--- src/rtl/mult_pkg.sv ---
// mult_pkg: shared state encoding and width helper for the shift-add multiplier.
package mult_pkg;
    typedef enum logic [1:0] {
        S_IDLE  = 2'd0,
        S_ADD   = 2'd1,
        S_SHIFT = 2'd2,
        S_DONE  = 2'd3
    } state_t;
    function automatic int clog2(input int v);
        int r;
        r = 0;
        for (int i = 0; i < 31; i++)
            if ((1 << i) < v) r = i + 1;
        return r;
    endfunction
endpackage

--- src/rtl/seq_mult_if.sv ---
// seq_mult_if: operand/result handshake bundle between a requester and seq_mult.
interface seq_mult_if #(parameter int N = 8);
    logic           st;
    logic           sgn;
    logic [N-1:0]   mcand;
    logic [N-1:0]   mplier;
    logic [2*N-1:0] p;
    logic           idle;
    logic           busy;
    logic           done;
    modport master(output st, sgn, mcand, mplier, input p, idle, busy, done);
    modport slave(input st, sgn, mcand, mplier, output p, idle, busy, done);
endinterface

--- src/rtl/seq_mult_ctrl.sv ---
// seq_mult_ctrl: IDLE/ADD/SHIFT/DONE sequencer with the bit counter; drives datapath strobes.
module seq_mult_ctrl
    import mult_pkg::*;
#(
    parameter int N = 8
) (
    input  logic clk,
    input  logic rst,
    input  logic st_i,
    input  logic q0_i,
    input  logic s_i,
    output logic load_o,
    output logic add_o,
    output logic sub_o,
    output logic sh_o,
    output logic fin_o,
    output logic idle_o,
    output logic busy_o,
    output logic done_o
);
    localparam int KW = clog2(N + 1);
    localparam logic [KW-1:0] K_LAST = KW'(N - 1);

    state_t        state_q;
    logic [KW-1:0] k_q;
    logic          last;

    assign last = k_q == K_LAST;

    always_ff @(posedge clk) begin
        if (rst) begin
            state_q <= S_IDLE;
            k_q     <= '0;
        end else begin
            case (state_q)
                S_IDLE: if (st_i) begin
                    state_q <= S_ADD;
                    k_q     <= '0;
                end
                S_ADD:   state_q <= S_SHIFT;
                S_SHIFT: begin
                    state_q <= last ? S_DONE : S_ADD;
                    k_q     <= k_q + KW'(1);
                end
                default: state_q <= S_IDLE;
            endcase
        end
    end

    // The final partial product carries negative weight in signed mode.
    assign load_o = state_q == S_IDLE && st_i;
    assign add_o  = state_q == S_ADD && q0_i && !(s_i && last);
    assign sub_o  = state_q == S_ADD && q0_i && s_i && last;
    assign sh_o   = state_q == S_SHIFT;
    assign fin_o  = state_q == S_SHIFT && last;
    assign idle_o = state_q == S_IDLE;
    assign busy_o = state_q == S_ADD || state_q == S_SHIFT;
    assign done_o = state_q == S_DONE;
endmodule

--- src/rtl/seq_mult.sv ---
// seq_mult: N x N shift-add multiplier, unsigned or two's-complement, start/done handshake.
module seq_mult
    import mult_pkg::*;
#(
    parameter int N = 8
) (
    input logic       clk,
    input logic       rst,
    seq_mult_if.slave bus
);
    logic [N:0]     acc_q, acc_d, ext_b, acc_sum;
    logic [N-1:0]   q_q, q_d, b_q, b_d;
    logic           s_q, s_d;
    logic [2*N-1:0] p_q, p_d;
    logic           load, add, sub, sh, fin;

    seq_mult_ctrl #(.N(N)) u_ctrl (
        .clk    (clk),
        .rst    (rst),
        .st_i   (bus.st),
        .q0_i   (q_q[0]),
        .s_i    (s_q),
        .load_o (load),
        .add_o  (add),
        .sub_o  (sub),
        .sh_o   (sh),
        .fin_o  (fin),
        .idle_o (bus.idle),
        .busy_o (bus.busy),
        .done_o (bus.done)
    );

    assign ext_b   = {s_q & b_q[N-1], b_q};
    assign acc_sum = sub ? acc_q - ext_b : acc_q + ext_b;

    // The product is captured on the last shift so it is already valid while Done is high.
    always_comb begin
        acc_d = load ? '0 : (add || sub) ? acc_sum : sh ? {s_q & acc_q[N], acc_q[N:1]} : acc_q;
        q_d   = load ? bus.mplier : sh ? {acc_q[0], q_q[N-1:1]} : q_q;
        b_d   = load ? bus.mcand : b_q;
        s_d   = load ? bus.sgn : s_q;
        p_d   = fin ? {acc_q, q_q[N-1:1]} : p_q;
    end

    always_ff @(posedge clk) begin
        if (rst) begin
            acc_q <= '0;
            q_q   <= '0;
            b_q   <= '0;
            s_q   <= 1'b0;
            p_q   <= '0;
        end else begin
            acc_q <= acc_d;
            q_q   <= q_d;
            b_q   <= b_d;
            s_q   <= s_d;
            p_q   <= p_d;
        end
    end

    assign bus.p = p_q;
endmodule

--- src/flat_wrapper.sv ---
// flat-port wrapper written by rule: the top's interface ports become plain ports
module seq_mult_flat import mult_pkg::*;
#(
    parameter int N = 8
)
  (clk, rst, bus_st, bus_sgn, bus_mcand, bus_mplier, bus_p, bus_idle, bus_busy, bus_done);
  seq_mult_if #(.N(N)) bus_i ();
  input logic clk;
  input logic rst;
  input wire logic [$bits(bus_i.st)-1:0] bus_st;
  input wire logic [$bits(bus_i.sgn)-1:0] bus_sgn;
  input wire logic [$bits(bus_i.mcand)-1:0] bus_mcand;
  input wire logic [$bits(bus_i.mplier)-1:0] bus_mplier;
  output wire logic [$bits(bus_i.p)-1:0] bus_p;
  output wire logic [$bits(bus_i.idle)-1:0] bus_idle;
  output wire logic [$bits(bus_i.busy)-1:0] bus_busy;
  output wire logic [$bits(bus_i.done)-1:0] bus_done;
  assign bus_i.st = bus_st;
  assign bus_i.sgn = bus_sgn;
  assign bus_i.mcand = bus_mcand;
  assign bus_i.mplier = bus_mplier;
  assign bus_p = bus_i.p;
  assign bus_idle = bus_i.idle;
  assign bus_busy = bus_i.busy;
  assign bus_done = bus_i.done;
  seq_mult #(.N(N)) u_core (.clk(clk), .rst(rst), .bus(bus_i));
endmodule
--- config.mk ---
export PLATFORM = sky130hd
export DESIGN_NAME = seq_mult_flat
export DESIGN_NICKNAME = d
export VERILOG_FILES = /design/src/rtl/mult_pkg.sv /design/src/rtl/seq_mult_if.sv /design/src/rtl/seq_mult_ctrl.sv /design/src/rtl/seq_mult.sv /design/src/flat_wrapper.sv
export SDC_FILE = /design/constraint.sdc
export NUM_CORES = 1
export LEC_CHECK = 0
export ABC_CLOCK_PERIOD_IN_PS = 3980
export BUFFER_PORTS_ARGS = -buffer_cell sky130_fd_sc_hd__buf_2
export CAP_MARGIN = 5
export CORE_ASPECT_RATIO = 0.75
export CORE_MARGIN = 2
export CORE_UTILIZATION = 55
export DETAILED_ROUTE_END_ITERATION = 16
export GPL_TIMING_DRIVEN = 0
export PLACE_DENSITY = 0.78
export SYNTH_ARGS = -nofsm -noshare
export SYNTH_HDL_FRONTEND = slang
export SYNTH_SLANG_ARGS = --single-unit
--- constraint.sdc ---
create_clock -name clk -period 3.98 [get_ports clk]
set_clock_uncertainty 0.2 [all_clocks]
set_input_delay 0 -clock clk [delete_from_list [all_inputs] [get_ports clk]]
set_output_delay 0 -clock clk [all_outputs]
set_load 0.05 [all_outputs]
==> summary.md, run 1 <==
| Metric | Value |
|---|---|
| Postcts setup bufs | `0` |
| Vias in the first global route | `2139` |
| CTS tree | `done` |
| Cell taking the most area after synthesis | `dfxtp_1` |
| Clock Root Buffer | `clkbuf_8` |
| Die width | `81.8 um` |
| Share of cells above drive strength 1 | `15.0%` |
| Slew Limit Fails | `0` |
| Main synth FF type | `dfxtp_1` |
| H-tree levels | `2` |
| CTS buffer count | `5` |
| Final setup viols | `0` |
| Drt first pass iters | `4` |
| Slew HR | `65.6%` |
| Drt total wl | `5.74 mm` |
| CP endpoint kind | `flip-flop` |
| Synth warn | `0` |
| Top cells by area, synth | `dfxtp_1 38%, nand2_1 9.0%, ha_1 7.0%` |
| Seq/Total Area, Yosys | `38.5%` |
| Worst Max-Slew Pin Slew | `0.516 ns` |
| Worst setup path class | `reg2reg` |
| Core Footprint | `4410 um2` |
| Clock Sinks | `48` |
| CP Max Fanout | `10` |
| Final period util | `80.6%` |
| Reg2Reg Depth | `12` |
| Critical Path RT | `4.02 ns` |
| Initial antenna violation count | `0` |
| GRT Overall Usage | `24.5%` |
| DP Wirelength | `4.18 mm` |
| Final Hold Fails | `0` |
| Iter 0 DRT Violations | `99` |
| Placed insts | `397` |
| EDFF count, synth | `0` |
| CP Data Arrival Time | `3.25 ns` |
| FF+latch count, synth | `48` |
| Flop2flop setup slack | `0.77 ns` |
| PD cells | `405 nW/um2` |
| Diode count | `0` |
| Vias per inst | `5.40` |
| # IOs | `39` |
| Number of cells produced by synthesis | `302` |
| FF-to-FF Start | `u_core.u_ctrl.state_q[1]` |
| DIE AREA | `5100 um2` |
| Min-Delay Endpoint | `u_core.acc_q[5]` |
| PortBufs | `38` |
| Clk slew on worst S/H paths | `0.09 ns` |
| Avg Inst Size Synth | `8.27 um2` |
| Final min period | `3.21 ns` |
| RSZ-0062 raised after global routing | `false` |
| Hold path start | `rst` |
| Nets | `400` |
| Yosys top cell area share | `38.5%` |
| P_leak | `1.24 nW` |
| Drc violations | `0` |
| Crit path launch type | `flip-flop` |
| Async SR Flop Fraction | `0%` |
| First-pass GRT wire length | `9.82 mm` |
| CTS Buffer Depth | `2` |
| Via count | `2283` |
| Worst-skew pair later-pin latency | `0.30 ns` |
| Area growth syn-to-layout | `22.0%` |
| Setup TNS | `0 ns` |
| F_max | `0.312 GHz` |
| GRT overflow | `0` |
| GP Congestion | `0.868` |
| Fill cells | `357` |
| Post-synth net total | `337` |
| Post-DR wirelength/cell | `13.6 um` |
| Largest net degree at the start of global routing | `15` |
| Reg-to-Reg End | `u_core.acc_q[5]` |
| Initial core utilization | `56.6%` |
| Max Cap Violations | `0` |
| Post-route ant nets | `0` |
| Post-Syn Area | `2500 um2` |
| Status | `finished, final reports clean` |
| Hold Path Class | `in2reg` |
| Num rows | `21` |
| Chip height | `62.4 um` |
| Peak supply drop | `0.334 mV` |
| Yosys cell types | `44` |
| WHS Path Cells | `5` |
| Final cell count without fillers | `423` |
[area by class of cell]
class                      count  area (um2)  share of cell area (%)
clock buffer                   6        72.6                    2.38
sequential                    48         961                    31.5
multi-input combinational    227        1420                    46.7
buffer                        17        76.3                    2.51
clock inverter                 2        35.0                    1.15
timing repair buffer          56         370                    12.2
tap                           57        71.3                    2.34
inverter                      10        37.5                    1.23
[Yosys cell counts, drive strengths merged, types with 4 or more instances]
| cell type | instances |
|---|---|
| nand2b | 4 |
| xnor2 | 4 |
| nand2 | 60 |
| xor2 | 8 |
| dfxtp | 48 |
| ha | 14 |
| nor2 | 25 |
| inv | 10 |
| clkbuf | 13 |
| o21ai | 8 |
| a21oi | 33 |
| buf | 4 |
| mux2i | 13 |
| a211oi | 18 |
[sequential cells by signal, summed over array words and instances (netlist names)]
| signal | flops |
|---|---|
| u_core.bus.p | 16 |
| u_core.acc_q | 9 |
| u_core.b_q | 8 |
| u_core.q_q | 8 |
| u_core.u_ctrl.k_q | 4 |
| u_core.u_ctrl.state_q | 2 |
| u_core.s_q | 1 |
[critical path, stage by stage, from the launching register on]
cell and delay (ns):
dfxtp_1 0.35, inv_1 0.10, ha_1 0.17, and2_1 0.18, clkbuf_1 0.41, a31oi_1 0.17, xnor2_1 0.16, ha_1 0.33
o21ai_0 0.12, a21boi_0 0.31, o21ai_0 0.14, or4_1 0.41, nand3_1 0.09
[cells by family (layout without fill, tap and decap cells)]
logic type	Yosys count	count (layout)	synth area share, %
simple gates	109	109	19.2
buf+inv	27	91	4.56
fa+ha+maj	15	15	7.82
compound gates	78	78	20.5
mux	13	13	5.21
flops	48	48	38.5
xor+xnor	12	12	4.21
[worst max-delay path by stage]
stage	start	end	slack, ns	depth (start not counted)
2_1_floorplan	u_core.u_ctrl.state_q[1]	u_core.acc_q[8]	1.18	13
6_report	u_core.u_ctrl.state_q[1]	u_core.acc_q[5]	0.77	12
3_5_place_dp	u_core.u_ctrl.state_q[0]	u_core.acc_q[8]	0.81	12
4_1_cts	u_core.u_ctrl.state_q[0]	u_core.acc_q[8]	0.79	12
3_3_place_gp	u_core.u_ctrl.state_q[0]	u_core.acc_q[5]	0.83	11
5_1_grt	u_core.u_ctrl.state_q[0]	u_core.acc_q[5]	0.47	11
[power breakdown]
part	total (mW)	internal (mW)	switching [mW]	leakage [nW]
clock network	0.347	0.187	0.161	0.0552
registers	0.536	0.507	0.0288	0.390
logic	0.350	0.147	0.203	0.796
[stage by stage]
stage          util (%)  setup slack [ns]  power, mW  hold WS, ns  cell area [um2]
5_1_grt            69.0             0.467       1.31       0.0641             3050
3_3_place_gp       62.5             0.829      0.871       0.0441             2760
3_5_place_dp       62.5             0.813      0.880       0.0514             2760
6_report           69.0             0.770       1.23      0.00366             3050
4_1_cts            69.0             0.787       1.24       0.0137             3050
2_1_floorplan         -              1.18      0.806      -0.0640             2500
[metal layers]
metal	share of wire (%)	track usage (%)	vias up	wire, um
li1	-	-	1185	-
met4	0.66	5.63	0	38
met3	4.1	5.09	5	236
met2	47	38.7	42	2700
met5	0	0	-	0
met1	48	34.2	1051	2760
[placed cells by master, fill, tap and decap left out, drive strengths merged, types with 2 or more instances in the layout]
| master | instances |
|---|---|
| a211oi | 18 |
| a21o | 2 |
| a21oi | 33 |
| a22oi | 3 |
| a31oi | 2 |
| and2 | 3 |
| buf | 42 |
| clkbuf | 19 |
| dfxtp | 48 |
| dlygate4sd3 | 18 |
| ha | 14 |
| inv | 10 |
| mux2i | 13 |
| nand2 | 60 |
| nand2b | 4 |
| nand3 | 3 |
| nor2 | 25 |
| nor2b | 3 |
| nor3 | 2 |
| nor3b | 3 |
| o21a | 2 |
| o21ai | 8 |
| o31ai | 2 |
| o41ai | 2 |
| or4 | 2 |
| xnor2 | 4 |
| xor2 | 8 |
[repair_timing]
action,CTS,global route
hold buffers,18,0
endpoints found under the hold margin,18,0
gates resized for setup,0,0
(Power assumes the default switching activity.)
==> inputs of run 2 (changes only) <==
- ABC_CLOCK_PERIOD_IN_PS: 3980 -> 3100
- clock period: 3.98 -> 3.1 ns (I/O delays scaled with it)
==> run 2 against run 1 <==
Effect of this change: routed wire length up 1.8%; cell count is 0.71% higher; clock power up 29%; via count up 1.7%; flip-flop and latch count stayed put; worst setup slack worse by 0.63 ns; power is 31% higher; count of clock-buffer cells in the layout unchanged; core utilization is 1.4 points higher; global-route usage shrank 0.060 points; maximum frequency increased by 8.4%; critical path depth up 1.
==> summary.md, run 2 (synthesis results as in run 1) <==
| Metric | Value |
|---|---|
| Status | `finished, final reports clean (unchanged)` |
| Clk slew on worst S/H paths | `0.09 ns (about the same)` |
| Clock share of power | `27.8% (was 28.1%)` |
| Commonest cells after routing, fill and taps aside | `60 x nand2_1, 46 x dfxtp_1, 41 x buf_2, 31 x a21oi_1, 24 x nor2_1 (was 60 x nand2_1, 48 x dfxtp_1, 41 x buf_2, 32 x a21oi_1, 25 x nor2_1)` |
| Slew Limit Fails | `0 (unchanged)` |
| Via count | `2322 (was 2283)` |
| CP Max Fanout | `10 (unchanged)` |
| Worst-skew pair later-pin latency | `0.30 ns (about the same)` |
| CTS tree | `done (unchanged)` |
| Commonest non-fill, non-tap cell in the layout | `nand2_1 (unchanged)` |
| GRT Overall Usage | `24.4% (was 24.5%)` |
| Die width | `81.8 um (unchanged)` |
| Hold_ws | `0.00108 ns (was 0.00366 ns)` |
| Finished layout cell area | `3110 um2 (was 3050 um2)` |
| Largest net degree at the start of global routing | `15 (unchanged)` |
| RSZ-0062 raised after global routing | `false (unchanged)` |
| Initial antenna violation count | `0 (unchanged)` |
| CTS Buffer Depth | `2 (unchanged)` |
| Post-DR wirelength/cell | `13.7 um (was 13.6 um)` |
| CP Data Arrival Time | `2.99 ns (was 3.25 ns)` |
| Gate power share | `29.5% (was 28.4%)` |
| Vias per inst | `5.45 (was 5.40)` |
| Worst Max-Slew Pin Slew | `0.543 ns (was 0.516 ns)` |
| Internal power | `1.10 mW (was 0.841 mW)` |
| Sw Share | `32.1% (was 31.8%)` |
| PortBufs | `38 (unchanged)` |
| Post-route ant nets | `0 (unchanged)` |
| First-pass GRT wire length | `9.81 mm (was 9.82 mm)` |
| Drt first pass iters | `4 (unchanged)` |
| Clock Root Buffer | `clkbuf_8 (unchanged)` |
| Slew HR | `63.8% (was 65.6%)` |
| DIE AREA | `5100 um2 (unchanged)` |
| Core Footprint | `4410 um2 (unchanged)` |
| Clock Sinks | `48 (unchanged)` |
| # IOs | `39 (unchanged)` |
| Diode count | `0 (unchanged)` |
| Final min period | `2.96 ns (was 3.21 ns)` |
| DP Wirelength | `4.18 mm (unchanged)` |
| Max Cap Violations | `0 (unchanged)` |
| F_max | `0.338 GHz (was 0.312 GHz)` |
| Initial core utilization | `56.6% (unchanged)` |
| Num rows | `21 (unchanged)` |
| CP endpoint kind | `flip-flop (unchanged)` |
| Hold Path Class | `in2reg (unchanged)` |
| GP Congestion | `0.868 (unchanged)` |
| P_leak | `1.26 nW (was 1.24 nW)` |
| Post-DP Area | `2760 um2 (unchanged)` |
| CTS buffer count | `5 (unchanged)` |
| Drc violations | `0 (unchanged)` |
| Worst setup path class | `reg2reg (unchanged)` |
| Final Hold Fails | `0 (unchanged)` |
| Vias in the first global route | `2136 (was 2139)` |
| P_sw | `0.519 mW (was 0.392 mW)` |
| Final period util | `95.5% (was 80.6%)` |
| Placed insts | `397 (unchanged)` |
| Iter 0 DRT Violations | `96 (was 99)` |
| Chip height | `62.4 um (unchanged)` |
| Sequential power share | `42.7% (was 43.5%)` |
| Drt total wl | `5.84 mm (was 5.74 mm)` |
| Share of cells above drive strength 1 | `18.2% (was 15.0%)` |
| Nets | `403 (was 400)` |
| Crit path launch type | `flip-flop (unchanged)` |
| Final setup viols | `0 (unchanged)` |
| GRT overflow | `0 (unchanged)` |
| Area growth syn-to-layout | `24.4% (was 22.0%)` |
| Final cell count without fillers | `426 (was 423)` |
| Peak supply drop | `0.442 mV (was 0.334 mV)` |
| Finished Core Util | `70.4% (was 69.0%)` |
| H-tree levels | `2 (unchanged)` |
| Max reg flops | `16 (unchanged)` |
| Critical Path RT | `3.13 ns (was 4.02 ns)` |
| Fill cells | `342 (was 357)` |
| PD cells | `520 nW/um2 (was 405 nW/um2)` |
[run 2: timing repair]
action | CTS | global route
resized for setup | 2 | 15
pin swaps | 0 | 5
setup buffers | 0 | 3
endpoints found under the hold margin | 18 | 0
endpoints found under the setup margin | 3 | 4
hold buffers | 18 | 0
[run 2: final timing paths]
path                                                from                to  slack (ns)  depth (start not counted)
worst max-delay path            u_core.u_ctrl.state_q[1]   u_core.acc_q[8]        0.14                         13
worst min-delay path                                 rst   u_core.acc_q[5]       0.001                          5
worst max register to register  u_core.u_ctrl.state_q[1]   u_core.acc_q[8]        0.14                         13
worst min register to register          u_core.bus.p[12]  u_core.bus.p[12]        0.26                          2
[run 2: power by group through the flow]
stage	registers, mW	clock network (mW)	logic (mW)
2_1_floorplan	0.692	0	0.343
3_3_place_gp	0.701	0	0.418
3_5_place_dp	0.703	0	0.428
4_1_cts	0.688	0.451	0.449
5_1_grt	0.696	0.487	0.523
6_report	0.690	0.449	0.478
[run 2: area by class of cell]
type | count | area, um2 | area share, %
multi-input cells | 227 | 1450 | 46.7
plain buffers | 17 | 83.8 | 2.70
inverters | 10 | 37.5 | 1.21
well taps | 57 | 71.3 | 2.30
clock inverters | 2 | 35.0 | 1.13
clock buffers | 6 | 72.6 | 2.34
flip-flops and latches | 48 | 963 | 31.0
repair buffers | 59 | 393 | 12.6
[run 2: through the flow]
| stage | TNS, ns | total power, mW | worst slack (ns) |
|---|---|---|---|
| after floorplan | 0 | 1.03 | 0.299 |
| after global placement | -0.0846 | 1.12 | -0.0511 |
| after detailed placement | -0.126 | 1.13 | -0.0666 |
| after CTS | 0 | 1.59 | 0.0105 |
| after global routing | 0 | 1.71 | 0.0122 |
| final | 0 | 1.62 | 0.139 |
[run 2: critical path: stages (launching register included)]
cell and delay (ns):
dfxtp_2 0.36, inv_1 0.07, ha_2 0.18, and2_4 0.17
buf_6 0.14, a31oi_2 0.19, xnor2_1 0.11, ha_1 0.34
a21o_1 0.20, a21oi_2 0.17, nor2_2 0.07, o41ai_2 0.34
xnor2_1 0.14, a211oi_2 0.21
[run 2: routing by layer]
layer  wire, um  track usage [%]
met2       2720             38.3
met5          0                0
met4         38             5.63
met1       2760             34.4
met3        324             5.09
==> inputs of run 3 (changes only) <==
- CORE_UTILIZATION: 55 -> 56
- PLACE_DENSITY: 0.78 -> 0.79
==> run 3 against run 2 <==
Effect of this change: sequential share of layout area grew 0.34 points; via count unchanged; register-to-register slack about the same; combinational power down 1%; non-clock buffer count is 2 lower; global-route usage increased by 1.4 points; power down 3.9%; worst setup slack got worse by 0.0083 ns; critical path type unchanged; largest cell class unchanged.
==> summary.md, run 3 (synthesis results as in run 1) <==
| Metric | Value |
|---|---|
| GRT Overall Usage | `25.8% (was 24.4%)` |
| DP Wirelength | `4.18 mm (about the same)` |
| Drt total wl | `6.05 mm (was 5.84 mm)` |
| Drc violations | `0 (unchanged)` |
| CP Max Fanout | `8 (was 10)` |
| CP endpoint kind | `flip-flop (unchanged)` |
| F_max | `0.337 GHz (was 0.338 GHz)` |
| Final Hold Fails | `0 (unchanged)` |
| Commonest cells after routing, fill and taps aside | `60 x nand2_1, 45 x dfxtp_1, 41 x buf_2, 31 x a21oi_1, 23 x nor2_1 (was 60 x nand2_1, 46 x dfxtp_1, 41 x buf_2, 31 x a21oi_1, 24 x nor2_1)` |
| GP Congestion | `0.873 (was 0.868)` |
| Placed insts | `395 (was 397)` |
| H-tree levels | `2 (unchanged)` |
| Iter 0 DRT Violations | `132 (was 96)` |
| Peak supply drop | `0.307 mV (was 0.442 mV)` |
| Max reg flops | `16 (unchanged)` |
| GRT busiest layer | `met2 (unchanged)` |
| Die width | `81.1 um (was 81.8 um)` |
| Commonest non-fill, non-tap cell in the layout | `nand2_1 (unchanged)` |
| GRT overflow | `0 (unchanged)` |
| Worst-skew pair later-pin latency | `0.30 ns (about the same)` |
| PD cells | `505 nW/um2 (was 520 nW/um2)` |
| Post-DP Area | `2760 um2 (about the same)` |
| Slew Limit Fails | `0 (unchanged)` |
| Flop2flop setup slack | `0.13 ns (was 0.14 ns)` |
| Met2 usage | `41.6% (was 38.3%)` |
| Vias per inst | `5.50 (was 5.45)` |
| Initial antenna violation count | `0 (unchanged)` |
| CTS tree | `done (unchanged)` |
| Met3 usage in global routing | `4.34% (was 5.09%)` |
| Post-route ant nets | `0 (unchanged)` |
| Fin worst setup slack | `0.130 ns (was 0.139 ns)` |
| Finished Core Util | `74.1% (was 70.4%)` |
| PortBufs | `38 (unchanged)` |
| Chip height | `61.8 um (was 62.4 um)` |
| Clk slew on worst S/H paths | `0.09 ns (about the same)` |
| Drt first pass iters | `4 (unchanged)` |
| Diode count | `0 (unchanged)` |
| CTS Buffer Depth | `2 (unchanged)` |
| GR Util met1 | `35.6% (was 34.4%)` |
| Clock Sinks | `48 (unchanged)` |
| Crit path launch type | `flip-flop (unchanged)` |
| Slew HR | `65.1% (was 63.8%)` |
| Final min period | `2.97 ns (was 2.96 ns)` |
| P_leak | `1.24 nW (was 1.26 nW)` |
| Area growth syn-to-layout | `23.2% (was 24.4%)` |
| Final period util | `95.8% (was 95.5%)` |
| Worst Max-Slew Pin Slew | `0.523 ns (was 0.543 ns)` |
| Vias in the first global route | `2122 (was 2136)` |
| CP Data Arrival Time | `3.00 ns (was 2.99 ns)` |
| Final cell count without fillers | `422 (was 426)` |
| Clock Root Buffer | `clkbuf_8 (unchanged)` |
| Setup TNS | `0 ns (unchanged)` |
| Finished layout cell area | `3080 um2 (was 3110 um2)` |
| # IOs | `39 (unchanged)` |
| Core Footprint | `4150 um2 (was 4410 um2)` |
| Hold_ws | `0.0226 ns (was 0.00108 ns)` |
| Fill cells | `341 (was 342)` |
| Nets | `401 (was 403)` |
| CTS buffer count | `5 (unchanged)` |
| Num rows | `20 (was 21)` |
| Max Cap Violations | `0 (unchanged)` |
| Critical Path RT | `3.13 ns (about the same)` |
| Post-DR wirelength/cell | `14.3 um (was 13.7 um)` |
| DIE AREA | `5020 um2 (was 5100 um2)` |
| Final setup viols | `0 (unchanged)` |
| Hold Path Class | `in2reg (unchanged)` |
| Share of cells above drive strength 1 | `18.3% (was 18.2%)` |
| Worst setup path class | `reg2reg (unchanged)` |
| Largest net degree at the start of global routing | `15 (unchanged)` |
| Pwr Total | `1.55 mW (was 1.62 mW)` |
| Initial core utilization | `60.1% (was 56.6%)` |
| Status | `finished, final reports clean (unchanged)` |
| Via count | `2322 (unchanged)` |
| Pre-CTS WS | `-0.110 ns (was -0.0666 ns)` |
| First-pass GRT wire length | `9.77 mm (was 9.81 mm)` |
run 3: changes by cell type in the layout (fill, tap and decap cells not counted), sizes merged:
cell,change
buf,-2
bufinv,-1
clkbuf,+1
clkinv,-1
clkinvlp,+1
run 3: layer usage:
metal  vias to the layer above  routed length [um]
met5                         -                   0
met4                         0                  79
met3                        10                 293
met2                        54                2830
met1                      1086                2850
li1                       1172                   -
run 3: final cells by class:
cell class / instances / area, um2 / area share [%]
clock inverters: 1 / 7.51 / 0.244
flip-flops and latches: 48 / 965 / 31.4
well taps: 55 / 68.8 / 2.24
multi-input cells: 227 / 1450 / 47.1
plain buffers: 17 / 83.8 / 2.72
clock buffers: 7 / 86.3 / 2.81
repair buffers: 57 / 378 / 12.3
inverters: 10 / 37.5 / 1.22
run 3: timing repair:
item	4_1_cts	5_1_grt
pin swaps	0	6
endpoints found under the hold margin	19	0
buffers inserted	0	1
resized for setup	3	15
hold buffers	18	0
cloned	0	0
setup endpoints to repair	3	4
run 3: final timing paths:
path                                           start                    to  cells after the start
worst max register to register  u_core.u_ctrl.k_q[1]       u_core.acc_q[7]                     12
worst min register to register       u_core.bus.p[4]       u_core.bus.p[4]                      2
worst max-delay path            u_core.u_ctrl.k_q[1]       u_core.acc_q[7]                     12
worst min-delay path                             rst  u_core.u_ctrl.k_q[3]                      3
run 3: worst max-delay path, cell delays in order, from the launching register on:
cell and delay, ns:
dfxtp_1 0.36, ha_1 0.20, and3b_1 0.18, buf_6 0.13, nand3_4 0.12, a21oi_2 0.26, ha_1 0.28, nor2b_1 0.14
o21ai_0 0.20, a21boi_1 0.14, o32ai_1 0.32, xor2_1 0.13, a211oi_1 0.23
run 3: where the power goes:
part / leakage (nW) / switching [mW] / internal, mW
Sequential: 0.391 / 0.0382 / 0.653
Clock: 0.0445 / 0.211 / 0.182
Combinational: 0.808 / 0.272 / 0.199
